File: src/rtl/mesm6_busctl.sv
// MESM-6 bus controller: decodes CPU word addresses to data RAM or NDEV
// 8-word I/O windows, runs the request FSM with a slave timeout watchdog and
// reports bus errors. The pic_irq vector fans the slave interrupts into the PIC.
// Optional feature macro: MESM6_BUSCTL_ERRLOG_EN adds a sticky first-error log.
module mesm6_busctl #(
  parameter int unsigned AW      = 15,
  parameter int unsigned DW      = 48,
  parameter int unsigned NDEV    = 6,
  parameter logic [5:0]  RAM_TOP = 6'o77,
  parameter int unsigned TIMEOUT = 255
) (
  input  logic               clk,
  input  logic               reset_n,
  input  logic [AW-1:0]      cpu_addr,
  input  logic               cpu_read,
  input  logic               cpu_write,
  input  logic [DW-1:0]      cpu_wdata,
  output logic [DW-1:0]      cpu_rdata,
  output logic               cpu_done,
  output logic               cpu_err,
  output logic [AW-1:0]      mem_addr,
  output logic [DW-1:0]      mem_wdata,
  output logic               mem_read,
  output logic               mem_write,
  input  logic [DW-1:0]      mem_rdata,
  input  logic               mem_done,
  output logic [AW-1:0]      dev_addr,
  output logic [DW-1:0]      dev_wdata,
  output logic [NDEV-1:0]    dev_read,
  output logic [NDEV-1:0]    dev_write,
  input  logic [NDEV*DW-1:0] dev_rdata,
  input  logic [NDEV-1:0]    dev_done,
  input  logic [NDEV-1:0]    dev_int,
  output logic [DW-1:0]      pic_irq
`ifdef MESM6_BUSCTL_ERRLOG_EN
  ,
  output logic [AW-1:0]      err_addr,
  output logic               err_valid,
  input  logic               err_clr
`endif
);

  localparam int unsigned TW = $clog2(TIMEOUT + 1);
  localparam int unsigned WW = AW - 3;

  typedef enum logic [1:0] {IDLE, ACCESS, RESP, RELEASE} state_t;

  state_t            state_q, state_d;
  logic [AW-1:0]     addr_q, addr_d;
  logic [DW-1:0]     wdata_q, wdata_d;
  logic              rd_q, rd_d, wr_q, wr_d;
  logic              started_q, started_d;
  logic [TW-1:0]     timer_q, timer_d;
  logic              mem_read_q, mem_read_d, mem_write_q, mem_write_d;
  logic [NDEV-1:0]   dev_read_q, dev_read_d, dev_write_q, dev_write_d;
  logic              done_q, done_d, err_q, err_d;
  logic [DW-1:0]     rdata_q, rdata_d;
  logic              err_evt;

  logic              is_io, bad, tgt_done;
  logic [WW-1:0]     win_idx;
  logic [NDEV-1:0]   dev_sel;
  logic [DW-1:0]     tgt_rdata;

  // Decode the latched address into a target and mux its done/rdata
  always_comb begin
    is_io     = (addr_q[AW-1 -: 6] == RAM_TOP);
    win_idx   = ~addr_q[AW-1:3];
    dev_sel   = '0;
    tgt_done  = 1'b0;
    tgt_rdata = '0;
    for (int i = 0; i < int'(NDEV); i++) begin
      if (is_io && (win_idx == WW'(i))) dev_sel[i] = 1'b1;
    end
    if (!is_io) begin
      tgt_done  = mem_done;
      tgt_rdata = mem_rdata;
    end
    for (int i = 0; i < int'(NDEV); i++) begin
      if (dev_sel[i]) begin
        tgt_done  = tgt_done | dev_done[i];
        tgt_rdata = tgt_rdata | dev_rdata[i*DW +: DW];
      end
    end
    bad = (rd_q && wr_q) || (is_io && (dev_sel == '0));
  end

  // Next-state and next-output logic of the request FSM
  always_comb begin
    state_d     = state_q;
    addr_d      = addr_q;
    wdata_d     = wdata_q;
    rd_d        = rd_q;
    wr_d        = wr_q;
    started_d   = started_q;
    timer_d     = timer_q;
    mem_read_d  = mem_read_q;
    mem_write_d = mem_write_q;
    dev_read_d  = dev_read_q;
    dev_write_d = dev_write_q;
    done_d      = 1'b0;
    err_d       = 1'b0;
    rdata_d     = rdata_q;
    err_evt     = 1'b0;

    case (state_q)
      IDLE: begin
        if (cpu_read || cpu_write) begin
          addr_d    = cpu_addr;
          wdata_d   = cpu_wdata;
          rd_d      = cpu_read;
          wr_d      = cpu_write;
          started_d = 1'b0;
          timer_d   = '0;
          state_d   = ACCESS;
        end
      end
      ACCESS: begin
        if (!started_q) begin
          // First ACCESS cycle: raise the strobe unless the request is illegal
          started_d = 1'b1;
          if (!bad) begin
            mem_read_d  = rd_q && !is_io;
            mem_write_d = wr_q && !is_io;
            dev_read_d  = rd_q ? dev_sel : '0;
            dev_write_d = wr_q ? dev_sel : '0;
          end
        end else if (bad) begin
          state_d = RESP;
          done_d  = 1'b1;
          err_d   = 1'b1;
          rdata_d = '0;
          err_evt = 1'b1;
        end else if (tgt_done) begin
          mem_read_d  = 1'b0;
          mem_write_d = 1'b0;
          dev_read_d  = '0;
          dev_write_d = '0;
          state_d     = RESP;
          done_d      = 1'b1;
          rdata_d     = rd_q ? tgt_rdata : '0;
        end else if (timer_q == TW'(TIMEOUT - 1)) begin
          mem_read_d  = 1'b0;
          mem_write_d = 1'b0;
          dev_read_d  = '0;
          dev_write_d = '0;
          state_d     = RESP;
          done_d      = 1'b1;
          err_d       = 1'b1;
          rdata_d     = '0;
          err_evt     = 1'b1;
        end else begin
          timer_d = timer_q + TW'(1);
        end
      end
      RESP: begin
        state_d = RELEASE;
      end
      RELEASE: begin
        if (!cpu_read && !cpu_write) state_d = IDLE;
      end
      default: state_d = IDLE;
    endcase
  end

  // State and registered outputs
  always_ff @(posedge clk or negedge reset_n) begin
    if (!reset_n) begin
      state_q     <= IDLE;
      addr_q      <= '0;
      wdata_q     <= '0;
      rd_q        <= 1'b0;
      wr_q        <= 1'b0;
      started_q   <= 1'b0;
      timer_q     <= '0;
      mem_read_q  <= 1'b0;
      mem_write_q <= 1'b0;
      dev_read_q  <= '0;
      dev_write_q <= '0;
      done_q      <= 1'b0;
      err_q       <= 1'b0;
      rdata_q     <= '0;
    end else begin
      state_q     <= state_d;
      addr_q      <= addr_d;
      wdata_q     <= wdata_d;
      rd_q        <= rd_d;
      wr_q        <= wr_d;
      started_q   <= started_d;
      timer_q     <= timer_d;
      mem_read_q  <= mem_read_d;
      mem_write_q <= mem_write_d;
      dev_read_q  <= dev_read_d;
      dev_write_q <= dev_write_d;
      done_q      <= done_d;
      err_q       <= err_d;
      rdata_q     <= rdata_d;
    end
  end

`ifdef MESM6_BUSCTL_ERRLOG_EN
  // Sticky first-error log; a new error beats a concurrent clear
  always_ff @(posedge clk or negedge reset_n) begin
    if (!reset_n) begin
      err_valid <= 1'b0;
      err_addr  <= '0;
    end else if (err_evt && (!err_valid || err_clr)) begin
      err_valid <= 1'b1;
      err_addr  <= addr_q;
    end else if (err_clr) begin
      err_valid <= 1'b0;
    end
  end
`else
  logic unused_err_evt;
  assign unused_err_evt = err_evt;
`endif

  // Slave interrupts to the PIC; the PIC's own request is not looped back
  always_comb begin
    pic_irq = '0;
    for (int i = 1; i < int'(NDEV); i++) pic_irq[i-1] = dev_int[i];
  end

  logic unused_pic_int;
  assign unused_pic_int = dev_int[0];

  assign cpu_rdata = rdata_q;
  assign cpu_done  = done_q;
  assign cpu_err   = err_q;
  assign mem_addr  = addr_q;
  assign mem_wdata = wdata_q;
  assign mem_read  = mem_read_q;
  assign mem_write = mem_write_q;
  assign dev_addr  = addr_q;
  assign dev_wdata = wdata_q;
  assign dev_read  = dev_read_q;
  assign dev_write = dev_write_q;

endmodule

File: config.mk
export PLATFORM = sky130hd
export DESIGN_NAME = mesm6_busctl
export DESIGN_NICKNAME = d
export VERILOG_FILES = /design/src/rtl/mesm6_busctl.sv
export SDC_FILE = /design/constraint.sdc
export NUM_CORES = 1
export LEC_CHECK = 0
export ABC_AREA = 1
export CAP_MARGIN = 20
export CORE_AREA = 2 2 257 259
export DETAILED_ROUTE_END_ITERATION = 10
export DIE_AREA = 0 0 259 261
export GPL_TIMING_DRIVEN = 0
export PLACE_DENSITY = 0.39
export SKIP_CTS_REPAIR_TIMING = 1
export SLEW_MARGIN = 20
export SYNTH_ARGS = -nofsm -noshare
export SYNTH_HDL_FRONTEND = slang
export SYNTH_SLANG_ARGS = --single-unit
export TNS_END_PERCENT = 50
File: constraint.sdc
create_clock -name clk -period 2.35 [get_ports clk]
set_input_delay 0.235 -clock clk [delete_from_list [all_inputs] [get_ports clk]]
set_output_delay 0.235 -clock clk [all_outputs]
set_load 0.03 [all_outputs]
==> results of run 1 <==
-- logic make-up (layout without fill, tap and decap cells) --
logic type,after synthesis,after routing,share of synthesized area
AO/OA/AOI/OAI,105,105,0.0560
XOR/XNOR,6,6,0.00552
adder cells (fa/ha/maj),7,7,0.00920
buffers and inverters,208,871,0.131
flip-flops,140,140,0.368
other,1,47,0.000394
AND/OR/NAND/NOR,1054,1054,0.430
-- cell usage after synthesis --
| cell type | n | area [um2] |
|---|---|---|
| sky130_fd_sc_hd__nand2_1 | 865 | 3250 |
| sky130_fd_sc_hd__dfrtp_1 | 140 | 3500 |
| sky130_fd_sc_hd__nor2_1 | 121 | 454 |
| sky130_fd_sc_hd__buf_4 | 112 | 841 |
| sky130_fd_sc_hd__clkbuf_1 | 59 | 221 |
| sky130_fd_sc_hd__o21ai_0 | 53 | 265 |
| sky130_fd_sc_hd__nand3_1 | 44 | 220 |
| sky130_fd_sc_hd__a21oi_1 | 36 | 180 |
| sky130_fd_sc_hd__inv_1 | 14 | 52.6 |
| sky130_fd_sc_hd__o21ai_1 | 14 | 70.1 |
| sky130_fd_sc_hd__buf_2 | 11 | 55.1 |
| sky130_fd_sc_hd__ha_1 | 7 | 87.6 |
| sky130_fd_sc_hd__nand4_1 | 7 | 43.8 |
| sky130_fd_sc_hd__inv_2 | 5 | 18.8 |
| sky130_fd_sc_hd__nor2_2 | 5 | 31.3 |
| sky130_fd_sc_hd__xor2_1 | 5 | 43.8 |
| sky130_fd_sc_hd__buf_6 | 4 | 45.0 |
| sky130_fd_sc_hd__nand2_2 | 3 | 18.8 |
| sky130_fd_sc_hd__nor2_4 | 3 | 33.8 |
| sky130_fd_sc_hd__buf_1 | 2 | 7.51 |
| sky130_fd_sc_hd__or2_2 | 2 | 12.5 |
| sky130_fd_sc_hd__clkinv_1 | 1 | 3.75 |
| sky130_fd_sc_hd__conb_1 | 1 | 3.75 |
| sky130_fd_sc_hd__nand3_2 | 1 | 10.0 |
| sky130_fd_sc_hd__nand3b_1 | 1 | 7.51 |
| sky130_fd_sc_hd__nor3_1 | 1 | 5.00 |
| sky130_fd_sc_hd__o21bai_2 | 1 | 11.3 |
| sky130_fd_sc_hd__o22ai_1 | 1 | 6.26 |
| sky130_fd_sc_hd__or2_1 | 1 | 6.26 |
| sky130_fd_sc_hd__xnor2_1 | 1 | 8.76 |
-- worst max path at each step --
| stage | end | slack, ns | cells after the start |
|---|---|---|---|
| after global placement | cpu_rdata[4] | -5.62 | 1 |
| after CTS | cpu_rdata[16] | -1.19 | 12 |
| after detailed placement | cpu_rdata[16] | -1.16 | 12 |
| after global routing | cpu_rdata[8] | -0.05 | 14 |
| after floorplan | cpu_rdata[10] | 0.21 | 14 |
| final | cpu_rdata[8] | 0.09 | 15 |
-- flip-flops by register name, indices dropped and copies added, names as in the netlist, 2 cells and up --
name and count:
cpu_rdata 48, dev_addr 15, dev_read 6, dev_wdata 48, dev_write 6, state_q 2
timer_q 8
-- final cells by class --
cell class | instances | area [um2]
plain buffers | 187 | 1310
repair buffers | 632 | 6330
clock buffers | 18 | 439
inverters | 20 | 83.8
multi-input cells | 1215 | 5090
diodes | 4 | 10.0
clock inverters | 14 | 169
flip-flops and latches | 140 | 3520
fillers | 7152 | 47000
well taps | 864 | 1080
-- report_power, final --
group	leakage (uW)	switching (uW)	internal, uW	total, uW
sequential	0.00181	895	3450	4350
clock	0.000303	1320	1640	2960
combinational	0.00643	6600	4770	11400
-- routing by layer --
layer,GRT usage,share of wire
met2,0.315,0.50
met1,0.210,0.41
met5,0,0.00085
met3,0.0434,0.067
met4,0.0509,0.021
-- stage by stage --
| step | hold WS, ns | total power [uW] | cells | util |
|---|---|---|---|---|
| detailed placement | 0.207 | 15500 | 3032 | 0.259 |
| CTS | -0.299 | 18600 | 3064 | 0.268 |
| finish | 0.307 | 18700 | 3094 | 0.277 |
| global route | 0.291 | 19800 | 3092 | 0.277 |
| floorplan | -0.0606 | 10100 | 1563 | - |
| global placement | 0.479 | 15400 | 3031 | 0.258 |
-- worst reg2reg max path, cell delays in order, from the launching register on --
cell and delay (ns):
sky130_fd_sc_hd__dfrtp_2 0.43, sky130_fd_sc_hd__nand2_2 0.13, sky130_fd_sc_hd__inv_2 0.07, sky130_fd_sc_hd__nand2_4 0.11, sky130_fd_sc_hd__buf_8 0.19, sky130_fd_sc_hd__nor2_4 0.07, sky130_fd_sc_hd__buf_12 0.13, sky130_fd_sc_hd__buf_2 0.23
sky130_fd_sc_hd__nand2_1 0.12, sky130_fd_sc_hd__nand2_1 0.05, sky130_fd_sc_hd__nor2_1 0.30, sky130_fd_sc_hd__nand2_1 0.10, sky130_fd_sc_hd__nand2_1 0.07, sky130_fd_sc_hd__nor2_1 0.04, sky130_fd_sc_hd__nand2_1 0.07, sky130_fd_sc_hd__nand2_1 0.05
==> flow_summary.toml, run 1 <==
[setup_path]
cpLargestDelayFamily = "simple AND/OR/NAND/NOR gates"
kind_of_start_point_of_the_critical_path = "flip-flop"
worst-path-max-fanout = 10
crit_chain = "nand2_2 > inv_2 > nand2_4 > buf_8 > nor2_4 > buf_12 > buf_2 > nand2_1 > nand2_1 > nor2_1 > nand2_1 > nand2_1 > nor2_1 > nand2_1 > nand2_1"
worst_r2r_path_depth = 15
critical_path.endpoint_type = "flip-flop"
critical_path_source = "dev_addr[10]"
cp_slowest_cell = "sky130_fd_sc_hd__dfrtp_2"
cp_num_buf_inv = 4
arrival_ns = 2.61
timing.rr.start = "dev_addr[10]"
path_class = "reg -> reg"
crit_top_cell = "sky130_fd_sc_hd__nand2_1"
slowest_delay_ns = 0.43
worst-endpoint-required_ns = 2.70
r2r_end = "cpu_rdata[8]"
regToRegSetupSlack_ns = 0.09

[timing]
setup_viol = 0
finalWorstPathRequiredPeriod_ns = 2.26
hold_violations = 0
totalNegativeSetupSlack_ns = 0
fmax_ghz = 0.442
timing_worst_slew_pin_value_ns = 0.629
grt_setup_unrepaired = "yes"
final_min_period_over_clock_period = 0.962
fin_worst_skew_ns = 0.0167
fin_ws_ns = 0.0886
slew_headroom = 0.581
finalMaxSlewViolations = 0

[cts]
clock_sink_count = 140
htree_num_levels = 4
clock_path_buffers = 2
clock-root-buffer = "sky130_fd_sc_hd__clkbuf_16"
clock_tree_from_tritoncts = "yes"
insertion_delay_ns = 0.46
cts_buffers = 17
clk_pin_slew_ns = 0.07

[power]
peak_supply_drop_mv = 0.652
power_density_nw_per_um2 = 1040
p_leak_uw = 0.00854

[die]
core_area_um2 = 65000
dieWidth_um = 259
start_util = 0.146
fp-row-count = 94
fp.dieArea_um2 = 67600
die_height_um = 261
pin_count = 654

[drt]
drt.antenna.violating_nets = 0
dr_total_vias = 11900
drt-vias-per-instance = 3.85
drc_errors = 0
detail_route.first_pass.iterations = 5
wirelength_mm = 61.4
detail_route.wl_per_cell_um = 19.8
detail_route.iter0.violations = 619

[flow_run]
timing.max_cap.violations = 0

[global_routing]
first_pass_grt_wire_length_mm = 85.2
antenna_violations_before_repair = 12
first_global_vias = 12100
globalRouteOverflowTotal = 0
grt_use_total = 0.177
largest_net_degree_at_the_start_of_global_routing = 87

[place]
dpl_worst_slack_ns = -1.16
globalplace.congestion = 0.867
place.port_buffers = 604
detailedPlacementHpwl_mm = 50.0
detailed_place.area_um2 = 16800

[status]
status = "finished, final reports clean"

[cells_and_area]
commonest_cells_after_routing_fill_and_taps_aside = "857 x sky130_fd_sc_hd__nand2_1, 603 x sky130_fd_sc_hd__clkdlybuf4s50_1, 142 x sky130_fd_sc_hd__buf_4, 128 x sky130_fd_sc_hd__dfrtp_1, 107 x sky130_fd_sc_hd__nor2_1"
final_common_cell = "sky130_fd_sc_hd__nand2_1"
fraction_of_layout_instances_using_a_drive_strength_above_1 = 0.132
layout.cell_area.non_filler_um2 = 18000
area_growth_pct = 89.5
final_net_count = 2636

[logic_synthesis]
netlist-cell-type-count = 30
synth.ff_latch_count = 140
synth-warning-count = 0
sequential_area_share_after_synthesis = 0.368
syn_inst = 1521
synth.avg_cell_area_um2 = 6.26
post_synth_instance_area_um2 = 9520

[min_path]
hp-class = "in -> async"
(Power assumes the default switching activity.)
==> inputs of run 2 (changes only) <==
--- a/config.mk
+++ b/config.mk
@@ -14,2 +14,3 @@
 export PLACE_DENSITY = 0.39
+export RECOVER_POWER = 25
 export SKIP_CTS_REPAIR_TIMING = 1
--- a/constraint.sdc
+++ b/constraint.sdc
@@ -3,2 +3,2 @@
 set_output_delay 0.235 -clock clk [all_outputs]
-set_load 0.03 [all_outputs]
+set_load 0.005 [all_outputs]
==> run 2 against run 1 <==
  * The run now ends with capacitance limit, slew limit left
  * Count of clock-buffer cells in the layout unchanged
  * Global-route usage unchanged
  * Clock power about the same
  * Largest power group unchanged
  * Final cell count unchanged
  * Worst hold slack improved by 0.0044 ns
  * Critical path depth unchanged
  * Critical endpoint unchanged
  * Via count about the same
  * Sequential power about the same
  * Setup slack improved by 0.013 ns
==> flow_summary.toml, run 2 (synthesis results as in run 1) <==
[status]
status = "finished, violations left"
failing_checks = "capacitance limit, slew limit"

[setup_path]
worst-endpoint-required_ns = 2.70
cp_slowest_cell = "sky130_fd_sc_hd__dfrtp_2"
regToRegSetupSlack_ns = 0.10
crit_chain = "nand2_2 > inv_2 > nand2_4 > buf_8 > nor2_4 > buf_12 > buf_2 > nand2_1 > nand2_1 > nor2_1 > nand2_1 > nand2_1 > nor2_1 > nand2_1 > nand2_1"
cpLargestDelayFamily = "simple AND/OR/NAND/NOR gates"
kind_of_start_point_of_the_critical_path = "flip-flop"
cp_num_buf_inv = 4
worst-path-max-fanout = 10
arrival_ns = 2.60
critical_path.endpoint_type = "flip-flop"
path_class = "reg -> reg"
slowest_delay_ns = 0.43
crit_top_cell = "sky130_fd_sc_hd__nand2_1"

[die]
core_area_um2 = 65000
start_util = 0.146
pin_count = 654
die_height_um = 261
fp.dieArea_um2 = 67600
fp-row-count = 94
dieWidth_um = 259

[power]
totalPowerFinal_uw = 15700
power_density_nw_per_um2 = 871
p_leak_uw = 0.00854
peak_supply_drop_mv = 0.535

[cts]
clock_sink_count = 140
clk_pin_slew_ns = 0.07
insertion_delay_ns = 0.46
clock_tree_from_tritoncts = "yes"
htree_num_levels = 4
clock-root-buffer = "sky130_fd_sc_hd__clkbuf_16"
clock_path_buffers = 2
cts_buffers = 17

[place]
place.port_buffers = 604
detailedPlacementHpwl_mm = 50.0
dp.cells = 3032
detailed_place.area_um2 = 16800
globalplace.congestion = 0.867

[cells_and_area]
area_taken_by_multi_input_logic_gates_um2 = 5090
layout.cell_area.non_filler_um2 = 18000
commonest_cells_after_routing_fill_and_taps_aside = "857 x sky130_fd_sc_hd__nand2_1, 598 x sky130_fd_sc_hd__clkdlybuf4s50_1, 142 x sky130_fd_sc_hd__buf_4, 128 x sky130_fd_sc_hd__dfrtp_1, 107 x sky130_fd_sc_hd__nor2_1"
final_common_cell = "sky130_fd_sc_hd__nand2_1"
regArea_um2 = 3520
final_net_count = 2636
post_layout_nonfiller_instances = 3094
area_growth_pct = 89.4
final.fill_count = 7153
fraction_of_layout_instances_using_a_drive_strength_above_1 = 0.132

[timing]
final_min_period_over_clock_period = 0.957
hold_violations = 0
finalWorstPathRequiredPeriod_ns = 2.25
fin_worst_skew_ns = 0.0170
slew_headroom = -0.0750
setup_viol = 0
timing_worst_slew_pin_value_ns = 1.61
grt_setup_unrepaired = "yes"
fmax_ghz = 0.445
finalMaxSlewViolations = 55
totalNegativeSetupSlack_ns = 0

[flow_run]
timing.max_cap.violations = 1

[global_routing]
grt_use_total = 0.177
grt-busiest-layer = "met2"
met1_track_utilization_from_global_routing = 0.210
grtUsageMet2 = 0.315
largest_net_degree_at_the_start_of_global_routing = 87
antenna_violations_before_repair = 12
first_global_vias = 12100
grt_use_met3 = 0.0434
globalRouteOverflowTotal = 0
first_pass_grt_wire_length_mm = 85.2

[drt]
drc_errors = 0
dr_total_vias = 11900
wirelength_mm = 61.3
detail_route.wl_per_cell_um = 19.8
drt.antenna.violating_nets = 0
detail_route.first_pass.iterations = 5
detail_route.iter0.violations = 610
drt-vias-per-instance = 3.85

[min_path]
hp-class = "in -> reg"
run 2: changes by cell type in the layout (fill, tap and decap cells not counted), sizes merged:
cell | previous run | this run
clkdlybuf4s50 | 603 | 598
clkbuf | 69 | 70
buf | 164 | 163
dlygate4sd3 | 1 | 6
run 2: layer usage:
layer / wire (um) / share of wire
met1: 25200 / 0.41
met2: 30700 / 0.50
met3: 4080 / 0.066
met4: 1310 / 0.021
met5: 57 / 0.00093
run 2: worst reg2reg max path: stages, from the launching register on:
cell	delay [ns]
sky130_fd_sc_hd__dfrtp_2	0.43
sky130_fd_sc_hd__nand2_2	0.13
sky130_fd_sc_hd__inv_2	0.07
sky130_fd_sc_hd__nand2_4	0.11
sky130_fd_sc_hd__buf_8	0.19
sky130_fd_sc_hd__nor2_4	0.07
sky130_fd_sc_hd__buf_12	0.13
sky130_fd_sc_hd__buf_2	0.23
sky130_fd_sc_hd__nand2_1	0.11
sky130_fd_sc_hd__nand2_1	0.05
sky130_fd_sc_hd__nor2_1	0.29
sky130_fd_sc_hd__nand2_1	0.10
sky130_fd_sc_hd__nand2_1	0.07
sky130_fd_sc_hd__nor2_1	0.04
sky130_fd_sc_hd__nand2_1	0.07
sky130_fd_sc_hd__nand2_1	0.05
run 2: where the power goes:
group	switching, uW	internal (uW)
Sequential	895	3450
Combinational	3650	4750
Clock	1320	1640
run 2: cell type report:
type                       count  share of cell area
sequential                   140               0.195
timing repair buffer         632               0.351
clock buffer                  18              0.0244
multi-input combinational   1215               0.282
antenna                        4            0.000556
tap                          864              0.0600
inverter                      20             0.00465
clock inverter                14             0.00937
buffer                       187              0.0729
run 2: worst paths after layout:
| check | from | end | depth (start not counted) |
|---|---|---|---|
| worst max-delay path | dev_addr[10] | cpu_rdata[8] | 15 |
| worst min-delay path | cpu_wdata[34] | dev_wdata[34] | 3 |
| worst max register to register | dev_addr[10] | cpu_rdata[8] | 15 |
| worst min register to register | cpu_rdata[25] | cpu_rdata[25] | 2 |
| max in group asynchronous | reset_n | dev_addr[7] | 3 |
| min in group asynchronous | reset_n | dev_wdata[22] | 2 |
run 2: stage by stage:
step	util	hold slack [ns]	setup slack, ns
5_1_grt	0.277	0.291	-0.0547
4_1_cts	0.268	-0.299	-1.19
3_3_place_gp	0.258	0.479	-5.62
3_5_place_dp	0.259	0.207	-1.16
2_1_floorplan	-	-0.0606	0.371
6_report	0.277	0.312	0.101
==> inputs of run 3 (changes only) <==
Settings changed: CORE_AREA 2 2 257 259 to 2 2 253 255, DIE_AREA 0 0 259 261 to 0 0 255 257, PLACE_DENSITY 0.39 to 0.41.
Clock period 2.35 ns to 1.97 ns, I/O delays scaled along.
==> run 3 against run 2 <==
  * The run ends with setup timing left
  * Global-route usage up 0.23 points
  * Non-clock buffer count up 25
  * Worst hold slack got worse by 0.046 ns
  * Critical path type unchanged
  * First-iteration DRC count is 3.8% lower
  * Fmax rose by 2.8%
  * Register-to-register slack lost 0.32 ns
  * Routed wire length shrank 0.78%
  * Final cell count grew 0.26%
  * Combinational power grew 30%
  * Highest routed layer unchanged
==> flow_summary.toml, run 3 (synthesis results as in run 1) <==
[setup_path]
crit_chain = "nand2_4 > nor2_4 > buf_4 > nand2_1 > nor2_4 > nor2_1 > nand3_1 > nand2_2 > nor2_4 > nor2_4 > buf_8 > clkbuf_16 > nand2_1 > nand2_1"
kind_of_start_point_of_the_critical_path = "flip-flop"
crit_top_cell = "sky130_fd_sc_hd__nor2_4"
path_class = "reg -> reg"
arrival_ns = 2.54
worst_r2r_path_depth = 14
cp_num_buf_inv = 3
cp_slowest_cell = "sky130_fd_sc_hd__dfrtp_1"
worst-endpoint-required_ns = 2.32
r2r_end = "cpu_rdata[9]"
worst-path-max-fanout = 5
cpLargestDelayFamily = "simple AND/OR/NAND/NOR gates"
critical_path.endpoint_type = "flip-flop"
timing.rr.start = "dev_addr[7]"
regToRegSetupSlack_ns = -0.22
slowest_delay_ns = 0.39

[die]
pin_count = 654
fp-row-count = 92
die_height_um = 257
start_util = 0.152
fp.dieArea_um2 = 65500
core_area_um2 = 62700
dieWidth_um = 255

[cells_and_area]
fraction_of_layout_instances_using_a_drive_strength_above_1 = 0.172
layout.cell_area.non_filler_um2 = 18900
final_net_count = 2661
area_growth_pct = 98.8
final.fill_count = 6831
post_layout_nonfiller_instances = 3102
final_common_cell = "sky130_fd_sc_hd__nand2_1"
commonest_cells_after_routing_fill_and_taps_aside = "821 x sky130_fd_sc_hd__nand2_1, 598 x sky130_fd_sc_hd__clkdlybuf4s50_1, 151 x sky130_fd_sc_hd__buf_4, 132 x sky130_fd_sc_hd__dfrtp_1, 94 x sky130_fd_sc_hd__nor2_1"

[timing]
finalWorstPathRequiredPeriod_ns = 2.19
grt_setup_unrepaired = "yes"
fin_worst_skew_ns = 0.0122
slew_headroom = 0.0115
setup_viol = 73
fin_ws_ns = -0.218
fin_worst_hold_slack_ns = 0.266
finalMaxSlewViolations = 0
timing_worst_slew_pin_value_ns = 1.48
fmax_ghz = 0.457
final_min_period_over_clock_period = 1.11
hold_violations = 0

[cts]
clock-root-buffer = "sky130_fd_sc_hd__clkbuf_16"
htree_num_levels = 4
clock_sink_count = 140
clk_pin_slew_ns = 0.07
insertion_delay_ns = 0.46
clock_tree_from_tritoncts = "yes"
cts_buffers = 17
clock_path_buffers = 2

[drt]
detail_route.iter0.violations = 587
met2_wirelength_from_detailed_routing_mm = 30.9
wirelength_mm = 60.9
drt-vias-per-instance = 3.86
dr_total_vias = 12000
top_layer_used = "met5"
detail_route.first_pass.iterations = 5
drt.antenna.violating_nets = 0
detail_route.wl_per_cell_um = 19.6
drc_errors = 0
metal3_wl_mm = 4.07
route.layer.met1.wl_mm = 25.1

[global_routing]
first_pass_grt_wire_length_mm = 83.4
first_global_vias = 11800
antenna_violations_before_repair = 7
globalRouteOverflowTotal = 0
largest_net_degree_at_the_start_of_global_routing = 86
grt_use_total = 0.179

[power]
p_leak_uw = 0.00893
totalPowerFinal_uw = 19500
power_density_nw_per_um2 = 1030
power_frac_comb = 0.560
switchingPower_uw = 7220
power.share.switching = 0.370
clock_power_share = 0.173
internal_power_uw = 12300
sequentialPowerShare = 0.267
peak_supply_drop_mv = 0.603

[place]
detailedPlacementHpwl_mm = 48.7
place.port_buffers = 604
detailed_place.area_um2 = 16800
dp.cells = 3014
dpl_worst_slack_ns = -1.40
globalplace.congestion = 0.847

[min_path]
whs_endpoint = "dev_wdata[30]"
hp-class = "in -> reg"
holdCritStartpoint = "cpu_wdata[30]"
min_delay_path_depth = 3

[status]
failing_checks = "setup timing"
status = "finished, violations left"

[flow_run]
timing.max_cap.violations = 0
==> run 3: changes by cell type in the layout (fill, tap and decap cells not counted), moves of 8 or more <==
cell and change:
sky130_fd_sc_hd__buf_12 +9, sky130_fd_sc_hd__buf_4 +9, sky130_fd_sc_hd__buf_6 +16, sky130_fd_sc_hd__buf_8 +8
sky130_fd_sc_hd__clkbuf_16 +8, sky130_fd_sc_hd__clkbuf_2 -9, sky130_fd_sc_hd__nand2_1 -36, sky130_fd_sc_hd__nand2_2 +28
sky130_fd_sc_hd__nand2_4 +8, sky130_fd_sc_hd__nor2_1 -13, sky130_fd_sc_hd__nor2_4 +14, sky130_fd_sc_hd__o21ai_0 -12
sky130_fd_sc_hd__o21ai_2 +16
==> run 3: how the worst max path moves through the flow <==
stage	start	end	slack [ns]	cells past startpoint
final	dev_addr[7]	cpu_rdata[9]	-0.22	14
after global routing	dev_addr[14]	cpu_rdata[38]	-0.35	14
after CTS	dev_addr[8]	cpu_rdata[17]	-1.43	13
after detailed placement	dev_addr[8]	cpu_rdata[17]	-1.40	13
after global placement	reset_n	cpu_rdata[0]	-5.70	1
after floorplan	dev_addr[13]	cpu_rdata[10]	0.04	14
==> run 3: cell type report <==
class / instances / area (um2) / area share
Multi-Input combinational cell: 1215 / 5390 / 0.285
Inverter: 20 / 80.1 / 0.00423
Tap cell: 846 / 1060 / 0.0560
Sequential cell: 140 / 3510 / 0.186
Timing Repair Buffer: 659 / 6740 / 0.356
Buffer: 185 / 1530 / 0.0808
Clock buffer: 20 / 457 / 0.0241
Clock inverter: 12 / 129 / 0.00681
Antenna cell: 5 / 12.5 / 0.000662
==> run 3: per-stage QoR <==
step | util | TNS (ns)
finish | 0.301 | -10.73
CTS | 0.277 | -106.84
global route | 0.301 | -27.93
global placement | 0.267 | -893.87
floorplan | - | 0
detailed placement | 0.268 | -103.10
==> run 3: metal layers <==
| layer | global-route usage | vias to the layer above |
|---|---|---|
| li1 | - | 5970 |
| met1 | 0.213 | 5562 |
| met2 | 0.321 | 382 |
| met3 | 0.0447 | 39 |
| met4 | 0.0391 | 6 |
| met5 | 0 | - |
==> run 3: worst min-delay path: cells and delay by family <==
family,cells,cell delay (ns)
AND/OR/NAND/NOR,2,0.10
buffers and inverters,1,0.39
==> run 3: power by group through the flow <==
stage          combinational [uW]  sequential (uW)  clock [uW]
3_3_place_gp                 9570             5280           0
2_1_floorplan                3590             4990           0
6_report                    10900             5200        3370
4_1_cts                      9630             5280        3510
3_5_place_dp                 9580             5300           0
5_1_grt                     11900             5390        3610
